`src/rtl/uart_pkg.sv`:
```
// Shared types and helpers for the UART transceiver: frame-format enum,
// TX/RX state encodings and the baud divider calculation.
package uart_pkg;

    typedef enum logic [1:0] {
        PARITY_NONE = 2'd0,
        PARITY_EVEN = 2'd1,
        PARITY_ODD  = 2'd2
    } parity_e;

    typedef enum logic [2:0] {
        TX_IDLE,
        TX_START,
        TX_DATA,
        TX_PARITY,
        TX_STOP
    } tx_state_e;

    typedef enum logic [2:0] {
        RX_IDLE,
        RX_START,
        RX_DATA,
        RX_PARITY,
        RX_STOP
    } rx_state_e;

    // Integer divide; callers keep the result at 4 or more so mid-bit sampling has room.
    function automatic int clks_per_bit(input int freq, input int baud);
        return freq / baud;
    endfunction

endpackage

```
`src/rtl/uart_sync_fifo.sv`:
```
// Small synchronous FIFO with registered read data, used to decouple the
// TX byte producer from the serialiser. DEPTH must be a power of two.
module uart_sync_fifo #(
    parameter int WIDTH = 8,
    parameter int DEPTH = 4
) (
    input  logic             i_clk,
    input  logic             i_rst_n,
    input  logic             i_wr_en,
    input  logic [WIDTH-1:0] i_wr_data,
    input  logic             i_rd_en,
    output logic [WIDTH-1:0] o_rd_data,
    output logic             o_full,
    output logic             o_empty
);

    localparam int AW = $clog2(DEPTH);

    logic [WIDTH-1:0] mem [DEPTH];
    logic [AW-1:0]    wr_ptr;
    logic [AW-1:0]    rd_ptr;
    logic [AW:0]      count;
    logic             wr;
    logic             rd;

    assign wr      = i_wr_en && !o_full;
    assign rd      = i_rd_en && !o_empty;
    assign o_full  = (count == (AW+1)'(DEPTH));
    assign o_empty = (count == '0);

    // NOTE: the storage array has no reset; emptiness is tracked by the
    // pointers and count alone, so stale contents are never observable.
    always_ff @(posedge i_clk) begin
        if (wr) begin
            mem[wr_ptr] <= i_wr_data;
        end
    end

    // NOTE: sequential state uses non-blocking assignments so every register
    // samples the pre-edge values of its inputs regardless of block order.
    always_ff @(posedge i_clk or negedge i_rst_n) begin
        if (!i_rst_n) begin
            wr_ptr    <= '0;
            rd_ptr    <= '0;
            count     <= '0;
            o_rd_data <= '0;
        end else begin
            if (wr) begin
                wr_ptr <= wr_ptr + AW'(1);
            end
            if (rd) begin
                rd_ptr    <= rd_ptr + AW'(1);
                o_rd_data <= mem[rd_ptr];
            end
            case ({wr, rd})
                2'b10:   count <= count + (AW+1)'(1);
                2'b01:   count <= count - (AW+1)'(1);
                default: ;
            endcase
        end
    end

endmodule

```
`src/rtl/uart_transceiver.sv`:
```
// UART transceiver: FIFO-fed TX serialiser and error-checking RX deserialiser
// with a runtime internal loopback from the TX line into the RX synchroniser.
module uart_transceiver
    import uart_pkg::*;
#(
    parameter int      CLOCK_FREQUENCY = 12_000_000,
    parameter int      BAUD_RATE       = 115200,
    parameter int      DATA_BITS       = 8,
    parameter parity_e PARITY          = PARITY_NONE,
    parameter int      STOP_BITS       = 1,
    parameter int      TX_FIFO_DEPTH   = 4
) (
    input  logic                 i_clk,
    input  logic                 i_rst_n,
    input  logic                 i_loopback,
    input  logic                 i_tx_valid,
    input  logic [DATA_BITS-1:0] i_tx_data,
    output logic                 o_tx_ready,
    output logic                 o_tx_busy,
    output logic                 o_uart_tx,
    input  logic                 i_uart_rx,
    output logic [DATA_BITS-1:0] o_rx_data,
    output logic                 o_rx_en,
    output logic                 o_rx_parity_err,
    output logic                 o_rx_frame_err
);

    localparam int CLKS_PER_BIT = clks_per_bit(CLOCK_FREQUENCY, BAUD_RATE);
    localparam int STOP_CLKS    = STOP_BITS * CLKS_PER_BIT;
    localparam int CNT_W        = $clog2(STOP_CLKS + 1);
    localparam int IDX_W        = $clog2(DATA_BITS);

    localparam logic [CNT_W-1:0] BIT_LAST  = CNT_W'(CLKS_PER_BIT - 1);
    localparam logic [CNT_W-1:0] HALF_LAST = CNT_W'(CLKS_PER_BIT / 2 - 1);
    localparam logic [CNT_W-1:0] STOP_LAST = CNT_W'(STOP_CLKS - 1);
    localparam logic [IDX_W-1:0] IDX_LAST  = IDX_W'(DATA_BITS - 1);

    function automatic logic parity_of(input logic [DATA_BITS-1:0] d);
        return (PARITY == PARITY_ODD) ? ~(^d) : ^d;
    endfunction

    // ------------------------------------------------------------------ TX
    logic                 fifo_wr;
    logic                 fifo_rd;
    logic                 fifo_full;
    logic                 fifo_empty;
    logic [DATA_BITS-1:0] tx_word;

    tx_state_e            tx_state_q, tx_state_d;
    logic [CNT_W-1:0]     tx_cnt_q, tx_cnt_d;
    logic [IDX_W-1:0]     tx_idx_q, tx_idx_d;
    logic                 tx_line_q, tx_line_d;

    assign fifo_wr = i_tx_valid && !fifo_full;

    uart_sync_fifo #(
        .WIDTH (DATA_BITS),
        .DEPTH (TX_FIFO_DEPTH)
    ) u_tx_fifo (
        .i_clk     (i_clk),
        .i_rst_n   (i_rst_n),
        .i_wr_en   (fifo_wr),
        .i_wr_data (i_tx_data),
        .i_rd_en   (fifo_rd),
        .o_rd_data (tx_word),
        .o_full    (fifo_full),
        .o_empty   (fifo_empty)
    );

    always_ff @(posedge i_clk or negedge i_rst_n) begin
        if (!i_rst_n) begin
            tx_state_q <= TX_IDLE;
            tx_cnt_q   <= '0;
            tx_idx_q   <= '0;
            tx_line_q  <= 1'b1;
        end else begin
            tx_state_q <= tx_state_d;
            tx_cnt_q   <= tx_cnt_d;
            tx_idx_q   <= tx_idx_d;
            tx_line_q  <= tx_line_d;
        end
    end

    // NOTE: every output of this block gets a default before the case, so no
    // path leaves a signal unassigned and no latch is inferred.
    always_comb begin
        tx_state_d = tx_state_q;
        tx_cnt_d   = tx_cnt_q + CNT_W'(1);
        tx_idx_d   = tx_idx_q;
        fifo_rd    = 1'b0;
        case (tx_state_q)
            TX_IDLE: begin
                tx_cnt_d = '0;
                if (!fifo_empty) begin
                    fifo_rd    = 1'b1;
                    tx_state_d = TX_START;
                end
            end
            TX_START: begin
                if (tx_cnt_q == BIT_LAST) begin
                    tx_cnt_d   = '0;
                    tx_idx_d   = '0;
                    tx_state_d = TX_DATA;
                end
            end
            TX_DATA: begin
                if (tx_cnt_q == BIT_LAST) begin
                    tx_cnt_d = '0;
                    if (tx_idx_q == IDX_LAST) begin
                        tx_idx_d   = '0;
                        tx_state_d = (PARITY == PARITY_NONE) ? TX_STOP : TX_PARITY;
                    end else begin
                        tx_idx_d = tx_idx_q + IDX_W'(1);
                    end
                end
            end
            TX_PARITY: begin
                if (tx_cnt_q == BIT_LAST) begin
                    tx_cnt_d   = '0;
                    tx_state_d = TX_STOP;
                end
            end
            TX_STOP: begin
                // Chaining straight into START keeps queued words gap-free.
                if (tx_cnt_q == STOP_LAST) begin
                    tx_cnt_d = '0;
                    if (!fifo_empty) begin
                        fifo_rd    = 1'b1;
                        tx_state_d = TX_START;
                    end else begin
                        tx_state_d = TX_IDLE;
                    end
                end
            end
            default: tx_state_d = TX_IDLE;
        endcase

        // The line is registered from the next state so the pin never glitches.
        case (tx_state_d)
            TX_START:  tx_line_d = 1'b0;
            TX_DATA:   tx_line_d = tx_word[tx_idx_d];
            TX_PARITY: tx_line_d = parity_of(tx_word);
            default:   tx_line_d = 1'b1;
        endcase
    end

    assign o_tx_ready = !fifo_full;
    assign o_tx_busy  = !fifo_empty || (tx_state_q != TX_IDLE);
    assign o_uart_tx  = i_loopback ? 1'b1 : tx_line_q;

    // ------------------------------------------------------------------ RX
    logic                 rx_line;
    logic                 rx_meta_q;
    logic                 rx_sync_q;
    logic                 rx_prev_q;

    rx_state_e            rx_state_q, rx_state_d;
    logic [CNT_W-1:0]     rx_cnt_q, rx_cnt_d;
    logic [IDX_W-1:0]     rx_idx_q, rx_idx_d;
    logic [DATA_BITS-1:0] rx_shift_q, rx_shift_d;
    logic                 rx_par_q, rx_par_d;
    logic                 rx_done;

    assign rx_line = i_loopback ? tx_line_q : i_uart_rx;

    // Both sources share the synchroniser so loopback timing matches the pin.
    always_ff @(posedge i_clk or negedge i_rst_n) begin
        if (!i_rst_n) begin
            rx_meta_q <= 1'b1;
            rx_sync_q <= 1'b1;
            rx_prev_q <= 1'b1;
        end else begin
            rx_meta_q <= rx_line;
            rx_sync_q <= rx_meta_q;
            rx_prev_q <= rx_sync_q;
        end
    end

    always_ff @(posedge i_clk or negedge i_rst_n) begin
        if (!i_rst_n) begin
            rx_state_q <= RX_IDLE;
            rx_cnt_q   <= '0;
            rx_idx_q   <= '0;
            rx_shift_q <= '0;
            rx_par_q   <= 1'b0;
        end else begin
            rx_state_q <= rx_state_d;
            rx_cnt_q   <= rx_cnt_d;
            rx_idx_q   <= rx_idx_d;
            rx_shift_q <= rx_shift_d;
            rx_par_q   <= rx_par_d;
        end
    end

    always_comb begin
        rx_state_d = rx_state_q;
        rx_cnt_d   = rx_cnt_q + CNT_W'(1);
        rx_idx_d   = rx_idx_q;
        rx_shift_d = rx_shift_q;
        rx_par_d   = rx_par_q;
        rx_done    = 1'b0;
        case (rx_state_q)
            RX_IDLE: begin
                rx_cnt_d = '0;
                if (rx_prev_q && !rx_sync_q) begin
                    rx_state_d = RX_START;
                end
            end
            RX_START: begin
                // A start bit that is high again at mid-bit was a glitch.
                if (rx_cnt_q == HALF_LAST) begin
                    rx_cnt_d   = '0;
                    rx_idx_d   = '0;
                    rx_state_d = rx_sync_q ? RX_IDLE : RX_DATA;
                end
            end
            RX_DATA: begin
                if (rx_cnt_q == BIT_LAST) begin
                    rx_cnt_d   = '0;
                    rx_shift_d = {rx_sync_q, rx_shift_q[DATA_BITS-1:1]};
                    if (rx_idx_q == IDX_LAST) begin
                        rx_idx_d   = '0;
                        rx_state_d = (PARITY == PARITY_NONE) ? RX_STOP : RX_PARITY;
                    end else begin
                        rx_idx_d = rx_idx_q + IDX_W'(1);
                    end
                end
            end
            RX_PARITY: begin
                if (rx_cnt_q == BIT_LAST) begin
                    rx_cnt_d   = '0;
                    rx_par_d   = rx_sync_q;
                    rx_state_d = RX_STOP;
                end
            end
            RX_STOP: begin
                if (rx_cnt_q == BIT_LAST) begin
                    rx_cnt_d   = '0;
                    rx_done    = 1'b1;
                    rx_state_d = RX_IDLE;
                end
            end
            default: rx_state_d = RX_IDLE;
        endcase
    end

    always_ff @(posedge i_clk or negedge i_rst_n) begin
        if (!i_rst_n) begin
            o_rx_en         <= 1'b0;
            o_rx_data       <= '0;
            o_rx_parity_err <= 1'b0;
            o_rx_frame_err  <= 1'b0;
        end else begin
            o_rx_en <= rx_done;
            if (rx_done) begin
                o_rx_data       <= rx_shift_q;
                o_rx_parity_err <= (PARITY != PARITY_NONE) && (rx_par_q != parity_of(rx_shift_q));
                o_rx_frame_err  <= !rx_sync_q;
            end
        end
    end

endmodule

```
`config.mk`:
```
export PLATFORM = sky130hd
export DESIGN_NAME = uart_transceiver
export DESIGN_NICKNAME = d
export VERILOG_FILES = /design/src/rtl/uart_pkg.sv /design/src/rtl/uart_sync_fifo.sv /design/src/rtl/uart_transceiver.sv
export SDC_FILE = /design/constraint.sdc
export NUM_CORES = 1
export LEC_CHECK = 0
export ABC_AREA = 1
export CORE_ASPECT_RATIO = 0.6
export CORE_MARGIN = 2
export CORE_UTILIZATION = 55
export CTS_BUF_LIST = sky130_fd_sc_hd__clkbuf_4 sky130_fd_sc_hd__clkbuf_8 sky130_fd_sc_hd__clkbuf_16
export DETAILED_ROUTE_END_ITERATION = 16
export PLACE_DENSITY = 0.75
export SYNTH_ARGS = -nofsm -noshare
export SYNTH_HDL_FRONTEND = slang
export SYNTH_SLANG_ARGS = --single-unit
```
`constraint.sdc`:
```
create_clock -name i_clk -period 7.2 [get_ports i_clk]
set_input_delay 0.72 -clock i_clk [delete_from_list [all_inputs] [get_ports i_clk]]
set_output_delay 0.72 -clock i_clk [all_outputs]
set_load 0.1 [all_outputs]
```
# Word level (Yosys, flattened, before mapping)

Memories as Yosys holds them, arrays and structs flattened. A register that Yosys moved wholly into a read port is not among the register bits.
Index checks and enable logic that the tools add are counted.

Equal/unequal tests: 25
Order comparisons: 1
Multiplexer cells: 42
Reduce and logical (&&, ||, !) cells: 21
Add/subtract/negate cells: 8

Operator list:

| kind                  | number |
|---|---|
| $mux W3               | 18 |
| $pmux W3 S5           | 2 |
| $mux W7               | 3 |
| $pmux W7 S3           | 1 |
| $eq A3 B2 Y1 const B  | 6 |
| $pmux W3 S2           | 3 |
| $eq A3 B3 Y1 const B  | 5 |
| $add A7 B1 Y7 const B | 2 |
| $eq A7 B7 Y1 const B  | 2 |
| $pmux W7 S2           | 1 |
| $ne A2 B2 Y1 const B  | 6 |
| $mux W1               | 10 |
| $add A3 B1 Y3 const B | 3 |
| $eq A3 B1 Y1 const B  | 3 |
| $logic_not A3 Y1      | 3 |
| $reduce_xor A8 Y1     | 1 |
| $eq A7 B6 Y1 const B  | 1 |
| $reduce_and A6 Y1     | 1 |
| $add A2 B1 Y2 const B | 2 |
| $logic_and A1 B1 Y1   | 4 |
| $logic_not A1 Y1      | 4 |
| $lt A3 B4 Y1 const B  | 1 |
| $reduce_bool A2 Y1    | 2 |
| $reduce_or A4 Y1      | 1 |
| other kinds (12)      | 12 |

Input bits: 13
Output and inout bits: 14
Register bits: 55
Memory bits (writable): 32
Memories: 1

Memory list:

| name          | depth | bits a word | rd ports | clocked after memory_dff | write ports | RTL line             | source |
|---|---|---|---|---|---|---|---|
| u_tx_fifo.mem | 4     | 8           | 1        | 1                        | 1           | uart_sync_fifo.sv:19 | `logic [WIDTH-1:0] mem [DEPTH];` |

# Longest topological paths before layout

Word-level depth: 7
Gate-level depth with buffers: 12

# Cells and area by module

A second synthesis with hierarchy kept.

Cell total of the unflattened synthesis: 509
Area, all modules: 4,629.4 um^2

By module, submodules not included:

| module           | times used | area an instance (um^2) | seq. area each (um^2) | cells each |
|---|---|---|---|---|
| uart_transceiver | 1          | 2,507.4                 | 1,206.2               | 296 |
| uart_sync_fifo   | 1          | 2,122.0                 | 1,336.3               | 213 |

# Worst setup path after synthesis

OpenSTA, ideal clock, no wires.

Kind: reg-to-reg
From: register u_tx_fifo.count[0]
To: register u_tx_fifo.count[2]
Arrival: 2.750 ns
Cell stages (with the launch flop): 10
Setup time: 0.124 ns
Path slack: 4.326 ns
Cell sequence: dfrtp_1 > inv_1 > nand3_1 > nand2_1 > ha_1 > inv_1 > fa_1 > a21oi_1 > o21ai_0 > xnor2_1

RTL lines:

| element                                                  | RTL line               | source |
|---|---|---|
| from (decl)                                              | uart_sync_fifo.sv:22   | `logic [AW:0] count;` |
| from (signal assigned)                                   | uart_sync_fifo.sv:56   | `2'b10: count <= count + (AW+1)'(1);` |
| from (signal assigned)                                   | uart_sync_fifo.sv:57   | `2'b01: count <= count - (AW+1)'(1);` |
| $eq A3 B3 Y1 *                                           | uart_sync_fifo.sv:28   | `assign o_full = (count == (AW+1)'(DEPTH));` |
| $logic_not A1 Y1 *                                       | --                     |  |
| named net o_tx_ready                                     | uart_transceiver.sv:18 | `output logic o_tx_ready,` |
| $logic_and A1 B1 Y1                                      | uart_transceiver.sv:54 | `assign fifo_wr = i_tx_valid && !fifo_full;` |
| $logic_and A1 B1 Y1 *                                    | uart_sync_fifo.sv:26   | `assign wr = i_wr_en && !o_full;` |
| $eq A2 B1 Y1 / $eq A2 B2 Y1 (equally long branches)      | uart_sync_fifo.sv:55   | `case ({wr, rd})` |
| $pmux W3 S2 / $reduce_bool A2 Y1 (equally long branches) | --                     |  |

Mark *: on every way through the listed nets, which the timed path passes. The rest lies on a longest branch.
A chain may end at the register's enable or synchronous reset.

# Final worst setup path

From: register u_tx_fifo.count[1]
To: output port o_tx_busy

Cells in the longest elaborated chain, start to end: 3

RTL lines:

| element            | RTL line                | source |
|---|---|---|
| $logic_not A3 Y1   | uart_sync_fifo.sv:29    | `assign o_empty = (count == '0);` |
| $logic_not A1 Y1   | uart_transceiver.sv:148 | `assign o_tx_busy = !fifo_empty \|\| (tx_state_q != TX_IDLE);` |
| $logic_or A1 B1 Y1 | uart_transceiver.sv:148 |  |
| to (decl)          | uart_transceiver.sv:19  | `output logic o_tx_busy,` |

Every way passes these cells.

==> out/qor.csv <==
metric,value,unit
status,"complete, no violations",
Die Span X,117,um
DPL Wire Length,5530,um
max cap viols,0,
fmax,312,MHz
PortBufs,25,
Net Sw Power,0.636,mW
RSZ-0062 raised after global routing,false,
drt pass-1 iters,5,
die height,72.0,um
DR vias,3019,
R2R depth,11,
Setup WS post-layout,4.00,ns
Final Skew,0.00586,ns
# hold bufs at CTS,0,
I/O pins,27,
cell-internal power,1.21,mW
WL/cell,14.2,um
WP data arrival,2.48,ns
Static Leak,2.11,nW
post-synthesis sequential area ratio,0.600,
crit-path max FO,4,
CP Launch Type,flop,
Ys Warns,0,
RR Startpoint,tx_cnt_q[0]$_DFF_PN0_,
fillers,551,
Sink Count,95,
Via density,5.32,
Longest Clk Path Bufs,2,
largest net degree at the start of global routing,64,
worst setup path end,o_tx_busy,
dpl ws,4.07,ns
Setup Crit Path Kind,flop to output pin,
Routed Antenna Nets,0,
initial core utilization,0.576,
Main synth FF type,dfrtp_1,
Clock transition at path regs,0.06,ns
Unique masters post-synth,35,
drt first-iter violations,314,
power density cells,375,mW/mm^2
Worst-Margin Slew,0.984,ns
Max VDD drop,0.000231,V
share of layout cells above drive strength 1,0.0690,
CP startpoint,u_tx_fifo.count[1]$_DFFE_PN0P_,
post-CTS sizing,0,
Tcrit/Tclk final,0.445,
row count,24,
core area,0.00736,mm^2
Worst path slowest cell,clkdlybuf4s50_1,
reg2reg setup slack,4.26,ns
drt drc,0,
Root Driver,clkbuf_16,
Multi-input gate area,0.00142,mm^2
max_slew headroom,0.342,
clock share of power,0.284,
CTS tree,done,
Final Critical Period,3.20,ns
Hold WC Path Type,flop to flop,
Num CTS Buffers,9,
initial antenna violation count,0,
synthesized cell area,0.00424,mm^2
Layout Nets,484,
storage element area,0.00254,mm^2
Setup TNS,0,ns
Flop pwr share,0.426,
async set-reset flop share out of synthesis,0.663,
H-tree depth,3,
Power Total,1.84,mW
Yosys reg bits,95,
post-synth net total,455,
syn_area_per_cell,9.86,um^2
sw frac,0.345,
clk_lat worst skew,0.34,ns
number of synthesized flops with an enable pin,32,
CP endpoint kind,output pin,
vias in the first global route,2854,
CP Data Required Time,6.48,ns
"Hold Vio Cnt, Final",0,
Routed WL,8090,um
Comb power frac,0.289,
"Cell Chain, Critical Path",nor3_1 -> nand2_1 -> clkdlybuf4s50_1,
ant diodes,0,
total setup buffers inserted after CTS,0,
total die area,0.00845,mm^2
total grt overflow,0,
synthesized netlist cell count,430,
min-delay src,rx_meta_q$_DFF_PN1_,
global-route wire length before repair,13800,um
"Slew Viols, Final",0,
Max stage delay on crit path,0.99,ns
Area Growth Syn to Fin,16.0,%
R2R Path End,u_tx_fifo.count[2]$_DFFE_PN0P_,
gpl congestion,0.849,
All-Layer GR Usage,0.211,
setup violators final,0,
synthesized netlist by cell type (2+ instances only):
master,number,area share
nand3_1,25,0.030
nor2_1,54,0.048
nand2_2,2,0.0030
inv_1,60,0.053
nor3_1,7,0.0083
a31oi_1,2,0.0030
xor2_1,8,0.017
edfxtp_1,32,0.23
xnor2_1,7,0.014
nand2_1,66,0.058
dfstp_2,4,0.025
clkbuf_1,5,0.0044
nor3b_1,3,0.0053
o21ai_0,51,0.060
nand3_2,2,0.0047
ha_1,11,0.032
o211ai_1,2,0.0035
dfrtp_1,59,0.35
o22ai_1,9,0.013
a21oi_1,5,0.0059
buf_6,2,0.0053
final cells by class:
class	instances	area share
Tap cell	104	0.0265
Timing Repair Buffer	26	0.0514
Multi-Input combinational cell	266	0.288
Inverter	61	0.0466
Sequential cell	95	0.517
Clock buffer	15	0.0636
Clock inverter	1	0.00611
sequential cells by signal (all words and copies together) (netlist names), 2 cells and up:
name                 cells
tx_cnt_q                 7
rx_cnt_q                 7
u_tx_fifo.rd_ptr         2
u_tx_fifo.o_rd_data      8
o_rx_data                8
rx_idx_q                 3
rx_shift_q               8
u_tx_fifo.count          3
u_tx_fifo.mem           32
rx_state_q               3
tx_idx_q                 3
u_tx_fifo.wr_ptr         2
tx_state_q               3
critical path, delay by kind of cell, from the launching register on:
family	cells	cell delay (ns)
simple gates	2	0.75
buf+inv	1	0.99
flops	1	0.40
how the worst min path moves through the flow:
stage	endpoint	depth (start not counted)
floorplan	rx_sync_q$_DFF_PN1_	0
global route	rx_sync_q$_DFF_PN1_	0
finish	rx_sync_q$_DFF_PN1_	0
global placement	rx_sync_q$_DFF_PN1_	0
detailed placement	rx_sync_q$_DFF_PN1_	0
CTS	rx_sync_q$_DFF_PN1_	0
logic make-up after synthesis:
logic type	Yosys count	synth area share
AO/OA/AOI/OAI	74	0.0995
XOR/XNOR	15	0.0310
adder cells (fa/ha/maj)	12	0.0372
buffers and inverters	69	0.0655
flip-flops	95	0.600
other	1	0.000885
AND/OR/NAND/NOR	164	0.166
per-layer routing:
| metal | wire length [um] | GRT usage | up-vias |
|---|---|---|---|
| met5 | 0 | 0 | - |
| met4 | 78 | 0.0469 | 0 |
| met3 | 473 | 0.0763 | 16 |
| met2 | 3490 | 0.324 | 105 |
| met1 | 4050 | 0.295 | 1425 |
| li1 | - | - | 1473 |
stage by stage:
step,hold WS (ns),instance area (um^2),std cells,util
final,0.349,4910,568,0.668
after CTS,0.351,4910,568,0.668
after global placement,0.348,4570,552,0.621
after detailed placement,0.351,4570,552,0.621
after global routing,0.351,4910,568,0.668
after floorplan,0.345,4240,430,-
cell usage in the layout (no fill, tap or decap), types with 2 or more instances in the layout:
master           count
ha_1                11
nand3_1             25
inv_1               60
dfrtp_1             59
dfstp_2              4
xnor2_1              7
nor2_1              54
nand2_2              2
nand3_2              2
nor3_1               7
clkdlybuf4s50_1     24
nand2_1             66
nor3b_1              3
o211ai_1             2
clkbuf_16           10
clkbuf_8             4
a31oi_1              2
xor2_1               8
o21ai_0             51
o22ai_1              9
a21oi_1              5
edfxtp_1            32
power groups by stage:
stage	clock, mW	combinational, mW	sequential [mW]
after CTS	0.531	0.533	0.783
after detailed placement	0	0.528	0.791
final	0.524	0.533	0.785
after global routing	0.554	0.611	0.801
after global placement	0	0.505	0.784
after floorplan	0	0.426	0.753
(Power assumes the default switching activity.)
